## src/rtl/hazard_pkg.sv

```systemverilog
// Shared defaults and scoreboard entry layout for the hazard controller.
// Combinational-only package; no latency or backpressure of its own.
package hazard_pkg;

  localparam int REG_ADDR_W_DEF = 5;
  localparam int LAT_W_DEF      = 4;
  localparam int SB_DEPTH_DEF   = 4;

  // Entry at default widths; 'dst' holds the destination register.
  typedef struct packed {
    logic                      valid;
    logic [REG_ADDR_W_DEF-1:0] dst;
    logic [LAT_W_DEF-1:0]      cnt;
  } sb_entry_t;

endpackage

```

## src/rtl/hazard_scoreboard.sv

```systemverilog
// Countdown scoreboard of long-latency destinations; hit/full are combinational from state.
// Updates each edge; the caller must only raise alloc when full is low.
module hazard_scoreboard
  import hazard_pkg::*;
#(
  parameter int REG_ADDR_W = REG_ADDR_W_DEF,
  parameter int SB_DEPTH   = SB_DEPTH_DEF,
  parameter int LAT_W      = LAT_W_DEF
) (
  input  logic                  clk,
  input  logic                  rst,
  input  logic                  alloc,
  input  logic [REG_ADDR_W-1:0] alloc_reg,
  input  logic [LAT_W-1:0]      alloc_lat,
  input  logic [REG_ADDR_W-1:0] rs,
  input  logic [REG_ADDR_W-1:0] rt,
  input  logic                  rs_used,
  input  logic                  rt_used,
  input  logic                  chk_dest,
  input  logic [REG_ADDR_W-1:0] dest,
  output logic                  hit,
  output logic                  full
);

  typedef struct packed {
    logic                  valid;
    logic [REG_ADDR_W-1:0] dst;
    logic [LAT_W-1:0]      cnt;
  } entry_t;

  entry_t [SB_DEPTH-1:0] sb_q;
  logic   [SB_DEPTH-1:0] alloc_oh;
  logic   [SB_DEPTH-1:0] valid_vec;
  logic   [SB_DEPTH-1:0] hit_vec;
  logic                  found;

  always_comb begin
    alloc_oh  = '0;
    valid_vec = '0;
    hit_vec   = '0;
    found     = 1'b0;
    for (int i = 0; i < SB_DEPTH; i++) begin
      valid_vec[i] = sb_q[i].valid;
      if (!sb_q[i].valid && !found) begin
        alloc_oh[i] = 1'b1;
        found       = 1'b1;
      end
      hit_vec[i] = sb_q[i].valid &&
                   ((rs_used  && rs   != '0 && sb_q[i].dst == rs) ||
                    (rt_used  && rt   != '0 && sb_q[i].dst == rt) ||
                    (chk_dest && dest != '0 && sb_q[i].dst == dest));
    end
  end

  assign hit  = |hit_vec;
  assign full = &valid_vec;

  // Allocation only targets free slots, so it never collides with a countdown.
  always_ff @(posedge clk) begin
    if (rst) begin
      sb_q <= '0;
    end else begin
      for (int i = 0; i < SB_DEPTH; i++) begin
        if (alloc && alloc_oh[i]) begin
          sb_q[i].valid <= 1'b1;
          sb_q[i].dst   <= alloc_reg;
          sb_q[i].cnt   <= alloc_lat;
        end else if (sb_q[i].valid) begin
          if (sb_q[i].cnt == LAT_W'(1)) sb_q[i] <= '0;
          else                          sb_q[i].cnt <= sb_q[i].cnt - 1'b1;
        end
      end
    end
  end

endmodule

```

## src/rtl/pipeline_hazard_ctrl.sv

```systemverilog
// Load-use / long-op hazard stall, branch flush; outputs combinational, same cycle. Stall holds PC+IF/ID.
// Optional stall counter under HAZARD_PERF_CNT_EN; scoreboard full stalls long-op issue.
module pipeline_hazard_ctrl
  import hazard_pkg::*;
#(
  parameter int REG_ADDR_W = REG_ADDR_W_DEF,
  parameter int SB_DEPTH   = SB_DEPTH_DEF,
  parameter int LAT_W      = LAT_W_DEF
) (
  input  logic                  clk,
  input  logic                  rst,
  input  logic                  id_valid,
  input  logic [REG_ADDR_W-1:0] id_rs,
  input  logic [REG_ADDR_W-1:0] id_rt,
  input  logic                  id_rs_used,
  input  logic                  id_rt_used,
  input  logic                  id_long,
  input  logic [REG_ADDR_W-1:0] id_dest,
  input  logic [LAT_W-1:0]      id_lat,
  input  logic                  ex_mem_read,
  input  logic [REG_ADDR_W-1:0] ex_rt,
  input  logic                  branch_taken,
  output logic                  pc_write,
  output logic                  if_id_write,
  output logic                  id_ex_cancel,
  output logic                  if_id_flush,
  output logic                  sb_full
`ifdef HAZARD_PERF_CNT_EN
  ,
  output logic [31:0]           stall_cycles
`endif
);

  logic lu, sb_hit, st, stall, alloc;

  assign lu = ex_mem_read && (ex_rt != '0) &&
              ((id_rs_used && id_rs == ex_rt) || (id_rt_used && id_rt == ex_rt));
  assign st    = id_long && sb_full;
  assign stall = id_valid && !branch_taken && (lu || sb_hit || st);
  assign alloc = !rst && id_valid && id_long && !stall && !branch_taken &&
                 (id_dest != '0) && (id_lat != '0);

  hazard_scoreboard #(
    .REG_ADDR_W (REG_ADDR_W),
    .SB_DEPTH   (SB_DEPTH),
    .LAT_W      (LAT_W)
  ) u_sb (
    .clk       (clk),
    .rst       (rst),
    .alloc     (alloc),
    .alloc_reg (id_dest),
    .alloc_lat (id_lat),
    .rs        (id_rs),
    .rt        (id_rt),
    .rs_used   (id_rs_used),
    .rt_used   (id_rt_used),
    .chk_dest  (id_long),
    .dest      (id_dest),
    .hit       (sb_hit),
    .full      (sb_full)
  );

  // Branch flush outranks stall; reset forces the free-running pattern.
  always_comb begin
    pc_write     = 1'b1;
    if_id_write  = 1'b1;
    id_ex_cancel = 1'b0;
    if_id_flush  = 1'b0;
    if (!rst) begin
      if (branch_taken) begin
        id_ex_cancel = 1'b1;
        if_id_flush  = 1'b1;
      end else if (stall) begin
        pc_write     = 1'b0;
        if_id_write  = 1'b0;
        id_ex_cancel = 1'b1;
      end
    end
  end

`ifdef HAZARD_PERF_CNT_EN
  always_ff @(posedge clk) begin
    if (rst)                                   stall_cycles <= '0;
    else if (stall && stall_cycles != '1)      stall_cycles <= stall_cycles + 32'd1;
  end
`endif

endmodule

```

## config.mk

```make
export PLATFORM = sky130hd
export DESIGN_NAME = pipeline_hazard_ctrl
export DESIGN_NICKNAME = d
export VERILOG_FILES = /design/src/rtl/hazard_pkg.sv /design/src/rtl/hazard_scoreboard.sv /design/src/rtl/pipeline_hazard_ctrl.sv
export SDC_FILE = /design/constraint.sdc
export NUM_CORES = 1
export LEC_CHECK = 0
export BUFFER_PORTS_ARGS = -buffer_cell sky130_fd_sc_hd__buf_2
export CAP_MARGIN = 20
export CORE_MARGIN = 4
export CORE_UTILIZATION = 58
export DETAILED_ROUTE_END_ITERATION = 8
export GPL_TIMING_DRIVEN = 0
export PLACE_DENSITY = 0.86
export SLEW_MARGIN = 15
export SYNTH_ARGS = -nofsm -noshare
export SYNTH_HDL_FRONTEND = slang
export SYNTH_SLANG_ARGS = --single-unit
```

## constraint.sdc

```tcl
create_clock -name clk -period 2.7 [get_ports clk]
set_input_delay 0.135 -clock clk [delete_from_list [all_inputs] [get_ports clk]]
set_output_delay 0.135 -clock clk [all_outputs]
set_load 0.1 [all_outputs]
```

[Word level (Yosys, flattened, before mapping)]
Index checks and enable logic that the tools add are counted.
Cells by class
  muxes and demuxes: 30
  equality and inequality tests: 18
  add/sub/neg operators: 4
  reductions and logical operators: 77
Operator list (count)
  $mux W10: 8
  $eq A5 B5 Y1: 14
  $logic_and A1 B1 Y1: 39
  $mux W6: 4
  $reduce_bool A5 Y1: 4
  $eq A4 B1 Y1 const B: 4
  $mux W4: 4
  $reduce_bool A2 Y1: 8
  $sub A4 B1 Y4 const B: 4
  $mux W1: 14
  $logic_or A1 B1 Y1: 11
  $logic_not A1 Y1: 8
  $reduce_and A2 Y1: 4
  $reduce_and A4 Y1: 1
  $reduce_bool A4 Y1: 1
  $reduce_or A4 Y1: 1
Word-level totals
  bits in registers: 40
  input port bits: 32
  logic and storage cells: 141

[Depth between registers and ports, before layout]
Gate-level depths: netlist (run 1).
  depth in word-level cells: 18
  depth in mapped cells: 10
  gate-level depth less buffers: 8

[Cells and area by module]
From an unflattened synthesis (run 1), not the netlist that was laid out.
Unflattened totals
  cells, all modules: 347
  area, all modules: 2886.5 sq um
By module, submodules not included
  hazard_scoreboard: area an instance 2655.0 sq um, sequential area each 800.8 sq um, times used 1, cells each 314
  pipeline_hazard_ctrl: area an instance 231.5 sq um, sequential area each 0.0 sq um, times used 1, cells each 33

[Worst setup path after synthesis (run 1)]
No wires, ideal clock.
  path kind: register -> output
  start point: reg u_sb.sb_q[29] (netlist name)
  end point: out id_ex_cancel
  data required time: 2565 ps
  setup slack: -2856 ps
  arrival time: 5421 ps
  path buffers: 1
  stages on the path, launching flop included: 8
  cells stage by stage: dfxtp_1 > clkbuf_1 > and3_1 > and2_1 > a32oi_1 > nand4_4 > o21ai_0 > nand2b_1
Between the ends
  elaborated cells between the ends (all ways): 10
RTL lines
  start: declaration: RTL line hazard_scoreboard.sv:31  | entry_t [SB_DEPTH-1:0] sb_q;
  $reduce_and A4 Y1: RTL line hazard_scoreboard.sv:56  | assign full = &valid_vec;
  net sb_full: RTL line pipeline_hazard_ctrl.sv:27  | output logic sb_full
  $logic_and A1 B1 Y1: RTL line pipeline_hazard_ctrl.sv:38  | assign st = id_long && sb_full;
  $logic_or A1 B1 Y1: RTL line pipeline_hazard_ctrl.sv:39  | assign stall = id_valid && !branch_taken && (lu || sb_hit || st);
  $logic_and A1 B1 Y1: RTL line pipeline_hazard_ctrl.sv:39
  $mux W1: RTL line pipeline_hazard_ctrl.sv:73  | end else if (stall) begin
  $mux W1: RTL line pipeline_hazard_ctrl.sv:70  | if (branch_taken) begin
  $mux W1: RTL line pipeline_hazard_ctrl.sv:69  | if (!rst) begin
  end: declaration: RTL line pipeline_hazard_ctrl.sv:25  | output logic id_ex_cancel,
The timed path passes the listed nets, and every way through them passes these cells.

[Worst setup path in the final report (run 1)]
  start point: in id_dest[1]
  end point: out pc_write
Between the ends
  cells in the longest elaborated chain, start to end: 12
  elaborated cells between the ends (all ways): 25
RTL lines
  start: declaration: RTL line pipeline_hazard_ctrl.sv:18  | input logic [REG_ADDR_W-1:0] id_dest,
  $reduce_bool A5 Y1: RTL line hazard_scoreboard.sv:51  | (chk_dest && dest != '0 && sb_q[i].dst == dest));
  $logic_and A1 B1 Y1 (2 in a row): RTL line hazard_scoreboard.sv:51
  $logic_or A1 B1 Y1: RTL line hazard_scoreboard.sv:50  | (rt_used && rt != '0 && sb_q[i].dst == rt) ||
  $logic_and A1 B1 Y1: RTL line hazard_scoreboard.sv:48  | hit_vec[i] = sb_q[i].valid &&
  $reduce_or A4 Y1 *: RTL line hazard_scoreboard.sv:55  | assign hit = |hit_vec;
  $logic_or A1 B1 Y1 * (2 in a row): RTL line pipeline_hazard_ctrl.sv:39
  $logic_and A1 B1 Y1 *: RTL line pipeline_hazard_ctrl.sv:39
  $mux W1 *: RTL line pipeline_hazard_ctrl.sv:73
  $mux W1 *: RTL line pipeline_hazard_ctrl.sv:70
  $mux W1 *: RTL line pipeline_hazard_ctrl.sv:69
  end: declaration: RTL line pipeline_hazard_ctrl.sv:23  | output logic pc_write,
Mark *: on every way between the ends. The rest lies on a longest branch, timed or not.

==> flow_summary.ini, run 1 <==
[flow_run]
maxCapViolCount = 0

[die]
rows = 27
start_util_pct = 60.28
fp.coreArea_mm2 = 0.005540
chipHeight_um = 83.88
die_w_um = 83.88
die_area_mm2 = 0.007036
boundaryPins = 37

[finish]
largest_registers = u_sb.sb_q x40
area.growth.synth_to_final_pct = 11.02
num-fill-cells = 461
final_layout_size_suffix_gt1_share_pct = 15.23
antenna_cells = 0
register_area_um2 = 800.8
largest_reg_flops = 40
multi_input_area_mm2 = 0.002283
top_register = u_sb.sb_q
final_cell_area_mm2 = 0.003707
finalNetCount = 492

[synth]
synth.distinct_cells = 52
postSynthCellCount = 421
syn_nets = 461
synth_edf_count = 0
synth-compound-area-share_pct = 19.15
synth-seq-cells = 40
netlist_area_mm2 = 0.003339
yosys_warnings = 0
synth.avg_cell_area_um2 = 7.932
synthAdderAreaFrac_pct = 2.997
async_reset_ff_share_pct = 0
synth_top_family_by_area = simple AND/OR/NAND/NOR gates
ys.flop_type = dfxtp_1
synth_mux_area_share_pct = 0.2997
yosys.area_share.simple_pct = 26.04
synth_seq_area_share_pct = 23.98
synth_xor_xnor_area_share_pct = 19.15

[setup_path]
crit_end = pc_write
cp.required_ns = 2.57
reg2reg_to = u_sb.sb_q[33]$_SDFFE_PP0P_
path_max_fanout = 9
rrSetupSlack_ns = 0.17
r2r_cells = 8
crit_path_frequent_cell = o21ai_4
critPathMaxStageDelay_ns = 0.53
crit_start = id_dest[1]
r2r_start = u_sb.sb_q[4]$_SDFFE_PP0P_
end_kind = output port
cp_cell_sequence = buf_2, or4_4, o21ai_4, nor4_1, o31ai_2, inv_1, o21ai_4, buf_4, buf_6
cp-start-kind = primary input
critPathKind = primary input to output port
cp.arrival_ns = 2.42
slowest_stage = o31ai_2

[detailed_routing]
vias_per_cell = 6.350
wl_met1_mm = 3.916
routed_wl_mm = 9.178
firstDrtPassIters = 5
via_count = 3334
drtIter0Drc = 304
ant_nets = 0
routedWlPerCell_um = 17.48
drc = 0
wl_met2_mm = 4.383
highest_layer = met4
dr_wl_met3_um = 672

[grt]
grt_start_max_net_pins = 13
grt_overflow = 0
first_global_vias = 3121
grt_use_total_pct = 25.94
grt_pass1_wl_mm = 14.97
antenna_found_initial = 0

[timing]
tightest_slew_ns = 1.084
fin_ws_ns = 0.1460
post-route-period-util_pct = 94.59
min_period_ns = 2.554
finalMaxSlewViolations = 0
skew_ns = 0.004942
rsz0062_at_grt = false
finalHoldViolCount = 0
final-setup-viol-count = 0
slew_headroom_pct = 27.20
max_freq_mhz = 391.5

[power]
seq_power_share_pct = 45.0
comb_power_share_pct = 18.2
p_int_mw = 0.9640
p_leak_nw = 1.330
switchingPower_mw = 0.3737
powerDensity_mw_per_mm2 = 360.8
p_clk_share_pct = 36.8
peakVddDrop_v = 0.0003244
swShare_pct = 27.94

[clocking]
htree_levels = 2
cts-root-buf = clkbuf_8
cts_buffers = 5
cts_tree = built
clkSinkCount = 40
hold_buffers = 0
clk_latency_ns = 0.30
cts_max_path_buffers = 2
clk_pin_slew_worst_paths_ns = 0.08

[placement]
io_buffers = 21
hpwl_mm = 6.773
pre_cts_slack_ns = -0.08201
gp_congestion = 0.9116
dpl-instance-area_mm2 = 0.003557

[worst_hold_path]
hp-class = primary input to flip-flop

[status]
run_status = complete, no violations
[repair_timing]
item	CTS	global route
pin swaps	0	2
hold endpoints to repair	0	0
buffers inserted	0	4
setup endpoints to repair	2	12
resized for setup	2	7
[power groups by stage]
stage / Sequential (mW) / Clock [mW] / Combinational, mW
after floorplan: 0.615 / 0 / 0.174
after global placement: 0.616 / 0 / 0.230
after detailed placement: 0.616 / 0 / 0.236
after CTS: 0.602 / 0.492 / 0.238
after global routing: 0.603 / 0.520 / 0.261
final: 0.602 / 0.493 / 0.243
[final cells by class]
type                            count  area share [%]
Clock buffer                        6           1.957
Sequential cell                    40           21.60
Tap cell                           72           2.430
Timing Repair Buffer               25           3.949
Buffer                             42           6.109
Inverter                           14           1.417
Clock inverter                      2          0.9450
Multi-Input combinational cell    324           61.59
[cells by family (layout without fill, tap and decap cells)]
kind of cell               count (synthesis)  after routing
adders and majority gates                  8              8
xor gates and xnor gates                  73             73
DFF                                       40             40
buffers and inverters                     57             89
AOI/OAI and AO/OA                         83             83
and+or+nand+nor                          159            159
muxes                                      1              1
[critical path, delay by kind of cell]
kind | cells | cell delay (ns)
and+or+nand+nor | 2 | 0.62
AOI/OAI and AO/OA | 3 | 0.96
buffers and inverters | 4 | 0.69
[cell usage after synthesis (all sizes together), types with 2 or more instances]
library cell	n	area [um^2]
nor3b	3	22.52
and3	3	18.77
nand4b	7	61.31
xor2	27	236.5
a31oi	5	31.28
or4	6	52.55
a211oi	5	37.54
a311o	7	70.07
nand3	37	185.2
o31ai	5	66.32
a21oi	20	100.1
and2	13	81.33
o311a	4	40.04
nand2b	4	25.02
nor2	13	51.30
o311ai	9	78.83
nand4	5	46.29
clkbuf	21	78.83
o21ai	14	96.34
buf	22	148.9
nor3	7	46.30
nand2	43	161.4
and4	2	17.52
inv	14	52.55
dfxtp	40	800.8
nor4	14	87.58
a211o	2	17.52
o211ai	6	45.04
ha	8	100.1
xnor2	46	402.9
[per-layer routing]
layer	global-route usage [%]	up-vias
li1	-	1567
met1	32.83	1567
met2	43.67	174
met3	4.245	26
met4	10.38	0
met5	0	-
[worst min-delay path by stage]
stage | start | endpoint | slack, ns | depth (start not counted)
after global placement | id_dest[4] | u_sb.sb_q[38]$_SDFFE_PP0P_ | 0.44 | 3
after CTS | id_dest[4] | u_sb.sb_q[8]$_SDFFE_PP0P_ | 0.14 | 3
after detailed placement | id_dest[4] | u_sb.sb_q[8]$_SDFFE_PP0P_ | 0.45 | 3
after global routing | id_dest[4] | u_sb.sb_q[28]$_SDFFE_PP0P_ | 0.15 | 2
final | id_dest[4] | u_sb.sb_q[8]$_SDFFE_PP0P_ | 0.14 | 3
after floorplan | id_lat[0] | u_sb.sb_q[10]$_SDFFE_PP0P_ | 0.29 | 1
[through the flow]
stage	std cells	power (mW)	utilization [%]	setup TNS, ns	hold slack, ns
finish	525	1.338	66.92	0	0.1398
floorplan	421	0.7887	-	-0.2579	0.2878
global route	525	1.385	66.92	0	0.1524
global placement	514	0.8452	64.21	-0.1889	0.4443
CTS	522	1.332	66.24	0	0.1369
detailed placement	514	0.8524	64.21	-0.4197	0.4476
[cells in the final DEF (no fill, tap or decap), drive strengths merged, types with 20 or more instances in the layout]
master / netlist / layout
dfxtp: 40 / 40
buf: 22 / 46
nand2: 43 / 43
xnor2: 46 / 46
xor2: 27 / 27
a21oi: 20 / 20
nand3: 37 / 37
clkbuf: 21 / 27
Power figures use the tool's default switching activity.
==> run 2: changes to the inputs <==
--- a/config.mk
+++ b/config.mk
@@ -5,13 +5,14 @@
 export SDC_FILE = /design/constraint.sdc
 export NUM_CORES = 1
 export LEC_CHECK = 0
+export ABC_CLOCK_PERIOD_IN_PS = 2900
 export BUFFER_PORTS_ARGS = -buffer_cell sky130_fd_sc_hd__buf_2
 export CAP_MARGIN = 20
 export CORE_MARGIN = 4
 export CORE_UTILIZATION = 58
 export DETAILED_ROUTE_END_ITERATION = 8
 export GPL_TIMING_DRIVEN = 0
-export PLACE_DENSITY = 0.86
+export PLACE_DENSITY = 0.85
 export SLEW_MARGIN = 15
 export SYNTH_ARGS = -nofsm -noshare
 export SYNTH_HDL_FRONTEND = slang
==> constraint.sdc (replaced) <==
create_clock -name clk -period 2.9 [get_ports clk]
set_input_delay 0.145 -clock clk [delete_from_list [all_inputs] [get_ports clk]]
set_output_delay 0.145 -clock clk [all_outputs]
set_load 0.1 [all_outputs]
==> run 2 against run 1 <==
Total power fell by 12%; clock-buffer cell count is 2 higher; hold slack improved by 0.020 ns; register-to-register slack improved by 0.17 ns; critical path type unchanged; largest cell class unchanged; clock skew down 0.0013 ns; cell area is 1.6% lower; flip-flop and latch count unchanged; largest power group unchanged; critical endpoint is now if_id_write.
==> flow_summary.ini, run 2 (synthesis gave the netlist of run 1 again) <==
[timing]
tightest_slew_ns = 0.9777
max_freq_mhz = 361.5
finalHoldViolCount = 0
rsz0062_at_grt = false
final-setup-viol-count = 0
min_period_ns = 2.767
slew_headroom_pct = 34.32
finalMaxSlewViolations = 0
post-route-period-util_pct = 95.40
fin_hold_ws_ns = 0.1599
fin_tns_setup_ns = 0
skew_ns = 0.003625

[clocking]
hold_buffers = 0
post_cts_buffers = 0
cts_buffers = 5
clk_latency_ns = 0.30
cts-root-buf = clkbuf_8
cts_max_path_buffers = 2
cts_tree = built
cts_resized = 0
clk_pin_slew_worst_paths_ns = 0.08
htree_levels = 2
clkSinkCount = 40

[detailed_routing]
via_count = 3274
routedWlPerCell_um = 18.10
routed_wl_mm = 9.450
firstDrtPassIters = 5
drc = 0
drtIter0Drc = 361
vias_per_cell = 6.272
ant_nets = 0

[finish]
area.growth.synth_to_final_pct = 9.292
top_register = u_sb.sb_q
final_layout_size_suffix_gt1_share_pct = 13.56
layout_commonest_cell = xnor2_1
antenna_cells = 0
largest_registers = u_sb.sb_q x40
final_cells = 522
finalNetCount = 489
largest_reg_flops = 40
final_util_pct = 65.88
multi_input_area_mm2 = 0.002281
num-fill-cells = 477
register_area_um2 = 800.8
final_cell_mix = xnor2_1, nand2_1, dfxtp_1, nand3_1, buf_2

[grt]
first_global_vias = 3195
grt_pass1_wl_mm = 15.56
grt_use_total_pct = 26.97
antenna_found_initial = 0
grt_overflow = 0
grt_start_max_net_pins = 12

[setup_path]
critPathMaxStageDelay_ns = 0.50
cp.required_ns = 2.76
critPathKind = primary input to output port
cp_cell_sequence = clkbuf_1, or4_4, o21ai_4, nor4_1, o31ai_2, nand4_4, o21ai_4, buf_2
rrSetupSlack_ns = 0.34
slowest_stage = or4_4
cp.arrival_ns = 2.62
crit_path_frequent_cell = o21ai_4
end_kind = output port
cp-start-kind = primary input
path_max_fanout = 9
path_delay_family = simple AND/OR/NAND/NOR gates
worst-path-buf-inv = 2

[placement]
hpwl_mm = 6.837
dpl.cell_count = 514
gp_congestion = 0.9205
io_buffers = 21

[power]
peakVddDrop_v = 0.0002090
p_total_mw = 1.182
powerDensity_mw_per_mm2 = 323.8
p_leak_nw = 1.290

[flow_run]
maxCapViolCount = 0

[die]
start_util_pct = 60.28
chipHeight_um = 83.88
fp.coreArea_mm2 = 0.005540
rows = 27
boundaryPins = 37
die_w_um = 83.88
die_area_mm2 = 0.007036

[status]
run_status = complete, no violations

[worst_hold_path]
hp-class = primary input to flip-flop
## run 2: changes by cell type in the layout (fill, tap and decap cells not counted), moves of 2 or more
| cell | change |
|---|---|
| buf_2 | +2 |
| clkbuf_2 | -2 |
| clkbuf_1 | +4 |
| buf_4 | -5 |
## run 2: worst paths after layout
check                                                 from                          to  cells past startpoint
worst min-delay path                            id_dest[4]  u_sb.sb_q[38]$_SDFFE_PP0P_                      3
worst max-delay path                            id_dest[2]                 if_id_write                      8
worst min register to register  u_sb.sb_q[30]$_SDFFE_PP0P_  u_sb.sb_q[30]$_SDFFE_PP0P_                      2
worst max register to register  u_sb.sb_q[26]$_SDFFE_PP0P_  u_sb.sb_q[32]$_SDFFE_PP0P_                      8
## run 2: worst min-delay path: stages
cell and delay (ns):
buf_6 0.13, nand3_1 0.07, nand3_1 0.06
## run 2: final cells by class
cell class	count	share of cell area, %
clock buffer	8	2.468
timing repair buffer	21	2.948
buffer	43	6.239
sequential	40	21.94
tap	72	2.468
inverter	14	1.440
multi-input combinational	324	62.50
## run 2: per-stage QoR
step                instance area, um^2  worst slack (ns)
floorplan                          3362         -0.001067
global placement                   3557           0.03533
detailed placement                 3557           0.03908
CTS                                3647           0.06571
global route                       3650          0.008347
finish                             3650            0.1335
## run 2: metal layers
layer / up-vias / global-route usage, % / share of wire [%] / wire length (um)
li1: 1558 / - / - / -
met1: 1540 / 34.29 / 44 / 4143
met2: 157 / 44.54 / 47 / 4417
met3: 19 / 4.837 / 7.8 / 737
met4: 0 / 11.55 / 1.6 / 151
met5: - / 0 / 0 / 0
## run 2: power by group
group | total [mW] | switching, mW | internal (mW)
clock network | 0.394 | 0.200 | 0.194
logic | 0.226 | 0.142 | 0.0840
registers | 0.561 | 0.00461 | 0.556
total | 1.18 | 0.347 | 0.834
==> run 3: changes to the inputs <==
--- a/config.mk
+++ b/config.mk
@@ -13,6 +13,7 @@
 export DETAILED_ROUTE_END_ITERATION = 8
 export GPL_TIMING_DRIVEN = 0
 export PLACE_DENSITY = 0.85
+export SETUP_SLACK_MARGIN = 0.5
 export SLEW_MARGIN = 15
 export SYNTH_ARGS = -nofsm -noshare
 export SYNTH_HDL_FRONTEND = slang
==> run 3 against run 2 <==
Wire length up 11%; final cell count up 3.8%; hold slack worse by 0.018 ns; non-clock buffer count up 20; maximum frequency up 13%; worst setup slack better by 0.32 ns; cell area up 13%; largest power group unchanged; largest cell class unchanged; sequential power about the same; flip-flop and latch count unchanged; via count up 6.0%; die area unchanged; utilization up 8.6 points.
==> flow_summary.ini, run 3 (synthesis gave the netlist of run 1 again) <==
[status]
run_status = complete, no violations

[clocking]
clk_pin_slew_worst_paths_ns = 0.09
hold_buffers = 0
clkSinkCount = 40
cts-root-buf = clkbuf_8
cts_tree = built
cts_max_path_buffers = 2
clk_latency_ns = 0.30
cts_buffers = 5
htree_levels = 2

[die]
die_area_mm2 = 0.007036
rows = 27
die_w_um = 83.88
chipHeight_um = 83.88
boundaryPins = 37
fp.coreArea_mm2 = 0.005540
start_util_pct = 60.28

[grt]
grt_use_total_pct = 27.41
grt_overflow = 0
antenna_found_initial = 0
first_global_vias = 3373
grt_start_max_net_pins = 14
grt_pass1_wl_mm = 15.94

[power]
p_leak_nw = 1.527
p_clk_share_pct = 35.6
p_total_mw = 1.312
p_int_mw = 0.9273
comb_power_share_pct = 21.6
swShare_pct = 29.30
switchingPower_mw = 0.3843
seq_power_share_pct = 42.8
peakVddDrop_v = 0.0002567
powerDensity_mw_per_mm2 = 317.6

[worst_hold_path]
hp-class = primary input to flip-flop

[timing]
skew_ns = 0.01393
finalHoldViolCount = 0
fin_tns_setup_ns = 0
slew_headroom_pct = 33.13
rsz0062_at_grt = true
finalMaxSlewViolations = 0
post-route-period-util_pct = 84.23
tightest_slew_ns = 0.9954
min_period_ns = 2.443
max_freq_mhz = 409.4
final-setup-viol-count = 0

[setup_path]
worst-path-buf-inv = 4
cp-start-kind = primary input
end_kind = output port
cp_cell_sequence = buf_12, or4_4, o21ai_4, buf_6, nor4_4, o31ai_4, nand4_4, o21ai_4, buf_6, buf_12
path_max_fanout = 4
cp.arrival_ns = 2.30
rrSetupSlack_ns = 0.51
critPathKind = primary input to output port
critPathMaxStageDelay_ns = 0.54
path_delay_family = compound AO/OA/AOI/OAI gates
slowest_stage = or4_4
cp.required_ns = 2.76

[placement]
hpwl_mm = 7.024
io_buffers = 21
gp_congestion = 0.8935

[detailed_routing]
vias_per_cell = 6.402
firstDrtPassIters = 5
via_count = 3470
drc = 0
ant_nets = 0
routed_wl_mm = 10.48
drtIter0Drc = 285
routedWlPerCell_um = 19.33

[finish]
finalNetCount = 509
layout_commonest_cell = nand2_1
antenna_cells = 0
top_register = u_sb.sb_q
area.growth.synth_to_final_pct = 23.64
largest_registers = u_sb.sb_q x40
largest_reg_flops = 40
final_layout_size_suffix_gt1_share_pct = 25.74
final_cell_mix = nand2_1, xnor2_1, dfxtp_1, nand3_1, xor2_1

[flow_run]
maxCapViolCount = 0
-- run 3: area by class of cell --
cell class / count / area [um^2]
inverter: 14 / 52.55
sequential: 40 / 803.3
tap: 72 / 90.09
timing repair buffer: 41 / 317.8
clock buffer: 5 / 68.82
multi-input combinational: 324 / 2454
clock inverter: 3 / 42.54
fill: 405 / 1411
buffer: 43 / 300.3
-- run 3: metal layers --
layer  global-route usage (%)  vias up  share of wire, %
met2                    45.77      196                49
met3                    5.035       20               8.4
met5                        0        -                 0
met4                    11.40        0               1.7
li1                         -     1596                 -
met1                    34.49     1658                41
-- run 3: per-stage QoR --
step	area (um^2)	instances	setup WS, ns	util [%]	hold slack (ns)
after global placement	3557	514	0.03074	64.21	0.4638
after floorplan	3362	421	-0.001067	-	0.2978
after CTS	3750	529	0.4509	67.68	0.1652
final	4129	542	0.4573	74.53	0.1419
after global routing	4129	542	0.3973	74.53	0.1523
after detailed placement	3557	514	-0.004518	64.21	0.4695
-- run 3: power groups by stage --
stage          Sequential (mW)  Combinational (mW)  Clock [mW]
3_3_place_gp             0.573               0.215           0
3_5_place_dp             0.573               0.222           0
2_1_floorplan            0.572               0.162           0
4_1_cts                  0.561               0.230       0.467
6_report                 0.561               0.283       0.467
5_1_grt                  0.562               0.299       0.485
-- run 3: worst paths after layout --
check                              from                         end  cells after the start
min reg2reg  u_sb.sb_q[30]$_SDFFE_PP0P_  u_sb.sb_q[30]$_SDFFE_PP0P_                      2
min                          id_dest[0]   u_sb.sb_q[4]$_SDFFE_PP0P_                      3
max reg2reg  u_sb.sb_q[15]$_SDFFE_PP0P_  u_sb.sb_q[33]$_SDFFE_PP0P_                      9
max                            id_rs[1]                    pc_write                     10
-- run 3: worst reg2reg max path, delay by kind of cell, from the launching register on --
kind                      cells  cell delay, ns
DFF                           1            0.32
and+or+nand+nor               4            0.94
xor gates and xnor gates      1            0.16
buffers and inverters         2            0.38
AOI/OAI and AO/OA             2            0.48
-- run 3: what timing repair did --
item	CTS	global route
endpoints found under the hold margin	0	0
setup endpoints to repair	26	39
pin swaps	4	19
gates cloned	0	0
setup buffers	7	13
resized for setup	11	80
